**src/rtl/prod_accum.sv**
```systemverilog
// Frame accumulator behind the 4x4 multiplier: sums 8-bit products with a sticky
// saturating clamp and hands the frame sum, beat count and saturation flag downstream.
module prod_accum #(
    parameter int ACC_W   = 12,
    parameter int MAX_LEN = 16,
    parameter int CNT_W   = 5
) (
    input  logic             clk,
    input  logic             rst_n,
    input  logic             in_valid,
    output logic             in_ready,
    input  logic [7:0]       in_prod,
    input  logic             in_last,
    output logic             out_valid,
    input  logic             out_ready,
    output logic [ACC_W-1:0] out_sum,
    output logic [CNT_W-1:0] out_cnt,
    output logic             out_sat
);

    typedef enum logic {ACCUM = 1'b0, DONE = 1'b1} state_t;

    state_t           state_q, state_d;
    logic [ACC_W-1:0] acc_q, acc_d;
    logic [CNT_W-1:0] cnt_q, cnt_d;
    logic             sat_q, sat_d;
    logic [ACC_W-1:0] out_sum_q, out_sum_d;
    logic [CNT_W-1:0] out_cnt_q, out_cnt_d;
    logic             out_sat_q, out_sat_d;

    logic             accept;
    logic             close;
    logic             hit;
    logic [ACC_W-1:0] nsum;
    logic [CNT_W-1:0] cnt_inc;

    // MSB of the result flags an overflow; the low bits are already clamped to all-ones.
    function automatic logic [ACC_W:0] sat_add(input logic [ACC_W-1:0] a, input logic [7:0] p);
        logic [ACC_W:0] wide;
        wide = {1'b0, a} + (ACC_W+1)'(p);
        if (wide[ACC_W]) begin
            return {1'b1, {ACC_W{1'b1}}};
        end
        return wide;
    endfunction

    assign accept          = in_valid & in_ready;
    assign {hit, nsum}     = sat_add(acc_q, in_prod);
    assign cnt_inc         = cnt_q + CNT_W'(1);
    assign close           = accept & (in_last | (cnt_inc == CNT_W'(MAX_LEN)));

    always_ff @(posedge clk or negedge rst_n) begin
        if (!rst_n) begin
            state_q <= ACCUM;
        end else begin
            state_q <= state_d;
        end
    end

    always_comb begin
        state_d = state_q;
        case (state_q)
            ACCUM:   if (close) state_d = DONE;
            DONE:    if (out_ready) state_d = ACCUM;
            default: state_d = ACCUM;
        endcase
    end

    // in_ready is gated by rst_n so nothing is offered while reset is held.
    always_comb begin
        in_ready  = rst_n & (state_q == ACCUM);
        out_valid = (state_q == DONE);
    end

    always_comb begin
        acc_d     = acc_q;
        cnt_d     = cnt_q;
        sat_d     = sat_q;
        out_sum_d = out_sum_q;
        out_cnt_d = out_cnt_q;
        out_sat_d = out_sat_q;
        if (close) begin
            out_sum_d = nsum;
            out_cnt_d = cnt_inc;
            out_sat_d = sat_q | hit;
            acc_d     = '0;
            cnt_d     = '0;
            sat_d     = 1'b0;
        end else if (accept) begin
            acc_d = nsum;
            cnt_d = cnt_inc;
            sat_d = sat_q | hit;
        end
    end

    always_ff @(posedge clk or negedge rst_n) begin
        if (!rst_n) begin
            acc_q     <= '0;
            cnt_q     <= '0;
            sat_q     <= 1'b0;
            out_sum_q <= '0;
            out_cnt_q <= '0;
            out_sat_q <= 1'b0;
        end else begin
            acc_q     <= acc_d;
            cnt_q     <= cnt_d;
            sat_q     <= sat_d;
            out_sum_q <= out_sum_d;
            out_cnt_q <= out_cnt_d;
            out_sat_q <= out_sat_d;
        end
    end

    assign out_sum = out_sum_q;
    assign out_cnt = out_cnt_q;
    assign out_sat = out_sat_q;

endmodule

```
**config.mk**
```make
export PLATFORM = sky130hd
export DESIGN_NAME = prod_accum
export DESIGN_NICKNAME = d
export VERILOG_FILES = /design/src/rtl/prod_accum.sv
export SDC_FILE = /design/constraint.sdc
export NUM_CORES = 1
export LEC_CHECK = 0
export BUFFER_PORTS_ARGS = -buffer_cell sky130_fd_sc_hd__buf_4
export CORE_MARGIN = 1
export CORE_UTILIZATION = 35
export DETAILED_ROUTE_END_ITERATION = 16
export PLACE_DENSITY_LB_ADDON = 0.2
export SLEW_MARGIN = 20
export SYNTH_ARGS = -nofsm -noshare
export SYNTH_HDL_FRONTEND = slang
export SYNTH_SLANG_ARGS = --single-unit
```
**constraint.sdc**
```tcl
create_clock -name clk -period 2.3 [get_ports clk]
set_input_delay 0.69 -clock clk [delete_from_list [all_inputs] [get_ports clk]]
set_output_delay 0.69 -clock clk [all_outputs]
set_load 0.1 [all_outputs]
```
# [Word-level counts from Yosys, hierarchy flattened]
# Cells that the tools add are included.
[classes] n_addsub=2 bitwise_logic=6 muxes=12 eq_ne=1 n_reduce_logical=1
[op_table] operator="$mux 13" count=2
[op_table] operator="$mux 12" count=2
[op_table] operator="$add 12x8->13" count=1
[op_table] operator="$mux 5" count=2
[op_table] operator="$add 5x1->5 const B" count=1
[op_table] operator="$eq 5x5->1 const B" count=1
[op_table] operator="$mux 1" count=5
[op_table] operator="$and 1x1->1" count=3
[op_table] operator="$or 1x1->1" count=2
[op_table] operator="$pmux 1 s2" count=1
[op_table] operator="$reduce_bool 2->1" count=1
[op_table] operator="$not 1->1" count=1
[totals] out_inout_bits=20 word_cells=29 reg_bits=37

# [Depth between registers and ports, before layout]
[logic_depth] ltp_word=6 mapped_depth=8 depth_no_buf=7

# [Least setup slack after synthesis]
# OpenSTA, ideal clock, no wires.
[synth_timing] kind="register -> register" from="register state_q (netlist: out_valid)" to="register out_sum_q[3] (netlist: out_sum[3])" setup_ns=0.125 stages_incl_launch_ff=5 path_buffers=0 t_arrival_ns=3.291 synth_period_minus_slack_ns=3.416 slack_ns=-1.116 required_ns=2.175 cell_sequence="dfrtp_1 > nor2b_1 > nand2_1 > nor2_4 > mux2_2"
[synth_between] elab_chain_cells=4
[synth_rtl] element="start: declaration" line_no="23" rtl="state_t state_q, state_d;"
[synth_rtl] element="start signal: assignment" line_no="56" rtl="state_q <= state_d;"
[synth_rtl] element="$not 1->1"
[synth_rtl] element="$and 1x1->1" line_no="71" rtl="in_ready = rst_n & (state_q == ACCUM);"
[synth_rtl] element="named net in_ready" line_no="11" rtl="output logic in_ready,"
[synth_rtl] element="$and 1x1->1" line_no="47" rtl="assign accept = in_valid & in_ready;"
[synth_rtl] element="$and 1x1->1" line_no="50" rtl="assign close = accept & (in_last | (cnt_inc == CNT_W'(MAX_LEN)));"
[synth_rtl] element="end signal: assignment" line_no="108" rtl="out_sum_q <= out_sum_d;"
[synth_rtl] element="end: declaration" line_no="27" rtl="logic [ACC_W-1:0] out_sum_q, out_sum_d;"
# The timed path passes the listed nets, and every way through them passes these cells.
# A chain may end at the register's enable or synchronous reset.

# [Worst setup path after layout]
[layout_timing] from="input in_prod[0]" to="register acc_q[11]"
[layout_between] elab_chain_cells=5
[layout_rtl] element="start: declaration" line_no="12" rtl="input logic [7:0] in_prod,"
[layout_rtl] element="$add 12x8->13 *" line_no="40" rtl="wide = {1'b0, a} + (ACC_W+1)'(p);"
[layout_rtl] element="$mux 1" line_no="41" rtl="if (wide[ACC_W]) begin"
[layout_rtl] element="$mux 13 *" line_no="44" rtl="return wide;"
[layout_rtl] element="$mux 12 *" line_no="89" rtl="end else if (accept) begin"
[layout_rtl] element="$mux 12 *" line_no="82" rtl="if (close) begin"
[layout_rtl] element="end signal: assignment" line_no="98" rtl="acc_q <= '0;"
[layout_rtl] element="end signal: assignment" line_no="105" rtl="acc_q <= acc_d;"
[layout_rtl] element="end: declaration" line_no="24" rtl="logic [ACC_W-1:0] acc_q, acc_d;"
# Mark *: on every way between the ends. The rest lies on a longest branch, timed or not. The select of a mux whose other input is x is not followed.

==> run summary <==
Slew headroom -> 63.3%
Clock slew seen by the registers of the worst setup and hold paths -> 0.07 ns
Crit path time final -> 2.24 ns
DP HPWL -> 3.75 mm
Vias in the first global route -> 1814
Mapped Area -> 0.00216 mm^2
Synth top area cells -> dfrtp_1 43%, ha_1 5.8%, nand2_1 5.6%
Max Cap Viol -> 0
Yosys top cell by area -> dfrtp_1
Yosys warns -> 0
VDD IR max -> 0.565 mV
Tcrit/Tclk final -> 97.5%
Pwr Density -> 1260 mW/mm^2
First-pass iteration count of the detailed router -> 4
Place WS -> -0.277 ns
Xor-xnor portion of the synthesized cell area -> 2.03%
Cells after Synth -> 228
Status -> completed
R2R Path Start -> acc_q[0]
Flops & latches, synth -> 37
FFs w/ async S/R, synth -> 100%
Routed wire length per instance -> 14.3 um
Die height -> 80.5 um
Clock latency on the worst-skew pair -> 0.29 ns
Critical path type -> input pin to register
Horiz. Die Dim -> 80.5 um
Clock sink count -> 37
Simple-Gate Fraction of Synth Area -> 19.0%
Setup violations, final -> 0
Total routing usage reported by global routing -> 17.8%
Post-layout nets -> 306
Worst-path fanout max -> 3
I/O Buffers -> 32
Total number of vias -> 1886
Adder-cell share of the synthesized area -> 6.72%
Fillers -> 573
HP Class -> input pin to async pin
Worst EP required -> 2.47 ns
Initial antenna violation count -> 0
Post-route setup slack -> 0.0582 ns
Syn Nets -> 252
Compound-Gate Fraction of Synth Area -> 23.1%
R2R depth -> 7
Final Cell Area -> 0.00280 mm^2
Area after DPL -> 0.00268 mm^2
TritonCTS clock tree -> yes
Critical path endpoint category -> register
Pleak -> 0.00130 uW
Initial drt markers -> 94
EDFF count, synth -> 0
Worst R2R End -> acc_q[11]
Layout cells sized above 1 -> 30.4%
Row count -> 28
Core Area -> 0.00592 mm^2
I/O pin cnt -> 33
Final Non-Filler Cells -> 358
Slew @ Worst Pin -> 0.547 ns
Clock Tree Buf Depth -> 2
R2R Setup Slk -> 0.15 ns
Sequential cell area -> 927 um^2
Worst clock skew -> 0.00416 ns
Seq/Total Area, Yosys -> 42.9%
Largest family of logic cells by synthesized area -> compound AO/OA/AOI/OAI gates
Layout Area Growth over Synthesis -> 29.5%
Die Area -> 0.00648 mm^2
Clock root cell -> clkbuf_8
CTS Buf Count -> 5
# DRC -> 0
Startpoint type of the worst setup path -> input pin
Largest net degree at the start of global routing -> 38
Number of diodes -> 0
Global-route wire length before repair -> 8.69 mm
Mux cell area share after synthesis -> 2.61%
Final antenna-violating net count -> 0
H-tree Lvls -> 2
Area of the multi-input gates -> 0.00121 mm^2
Post-CTS Setup Bufs -> 0
DP Cell Count -> 350
Starting density of the core -> 36.5%
GPL Wtd Cong -> 0.819
Netlist cell types -> 48
Final Max Slew Viols -> 0
CP Data Arrival Time -> 2.41 ns
Vias/cell -> 5.27
Remaining global-route overflow -> 0
Top_reg_cell synth -> dfrtp_1
Mean Syn Cell Area -> 9.47 um^2
Fmax achieved -> 446 MHz
Area share of the largest cell type after synthesis -> 42.9%
WL final -> 5.13 mm
Hold Violations, Final -> 0
## flip-flops by register name, summed over array words and instances, names as in the netlist
signal / cells
sat_q: 1
out_valid: 1
cnt_q: 5
out_cnt: 5
acc_q: 12
out_sum: 12
out_sat: 1
## Yosys cell counts, types with 2 or more instances
master,number
a31oi_1,3
buf_4,2
a21oi_1,13
nor3_1,3
and2_1,3
a2bb2oi_1,2
o31ai_1,3
o21ai_1,8
inv_1,4
a211oi_1,4
o22ai_1,2
a21o_1,5
clkbuf_1,5
mux2_2,3
dfrtp_1,37
ha_1,10
and3_1,4
nand3_1,8
nor2_1,16
xnor2_1,4
nand4b_1,5
o21a_1,2
o21ai_0,21
buf_2,4
nand2_1,32
nor2b_1,3
## report_power, final
| part | total, uW | switching, uW | internal [uW] |
|---|---|---|---|
| logic | 2040 | 1380 | 668 |
| clock network | 508 | 237 | 271 |
| registers | 961 | 136 | 825 |
| total | 3510 | 1750 | 1760 |
## worst max-delay path by stage
stage,cells after the start,start,end
after floorplan,7,in_prod[0],out_sum[3]
after global placement,8,in_prod[0],acc_q[11]
after detailed placement,8,in_prod[0],acc_q[11]
after CTS,8,in_prod[0],acc_q[11]
after global routing,8,in_prod[2],out_sum[7]
final,8,in_prod[0],acc_q[11]
## cells by family after synthesis
| family | Yosys count |
|---|---|
| AND/OR/NAND/NOR | 81 |
| AO/OA/AOI/OAI | 74 |
| flip-flops | 37 |
| buffers and inverters | 16 |
| adder cells (fa/ha/maj) | 11 |
| XOR/XNOR | 5 |
| multiplexers | 4 |
## cell type report
type	instances	area share [%]
multi-input combinational	175	43.5
sequential	37	33.2
timing repair buffer	59	15.8
clock buffer	7	3.45
tap	75	3.36
inverter	4	0.537
clock inverter	1	0.179
## placed cells by master (no fill, tap or decap), types with 3 or more instances in the layout
master     n
ha_1       8
a211oi_1   3
nand4b_1   5
and3_1     4
o21ai_0   20
o31ai_1    3
a31oi_1    3
nor2_1    16
mux2_2     3
and2_1     3
nand3_1    8
xnor2_1    4
a21oi_1   13
clkbuf_8   7
nand2_1   32
a21o_1     5
nor3_1     3
buf_4     59
dfrtp_1   36
inv_1      4
o21ai_1    9
## what timing repair did
item                       in CTS  in global routing
setup endpoints to repair       0                  5
resized for setup               0                  3
hold buffers                    0                  0
## stage by stage
step | utilization (%) | total power (uW) | hold WS (ns) | TNS, ns
detailed placement | 45.2 | 2990 | 0.472 | -4.45
CTS | 46.9 | 3510 | 0.459 | 0
global route | 47.2 | 3720 | 0.491 | -0.0409
floorplan | - | 2430 | 0.394 | -0.0162
finish | 47.2 | 3510 | 0.445 | 0
global placement | 45.2 | 2980 | 0.464 | -3.95
## per-layer routing
layer | track usage [%] | up-vias | part of all wire [%]
met4 | 6.96 | 0 | 1.7
met1 | 23.9 | 915 | 47
li1 | - | 926 | -
met3 | 3.52 | 9 | 3.5
met5 | 0 | - | 0
met2 | 28.1 | 36 | 47
## worst max-delay path: stages
cell and delay (ns):
buf_4 0.12, ha_4 0.16, fa_2 0.42, a21o_1 0.23, a221oi_2 0.31, nand4b_1 0.14, o21ai_1 0.22, a31oi_1 0.11
Power figures use the tool's default switching activity.
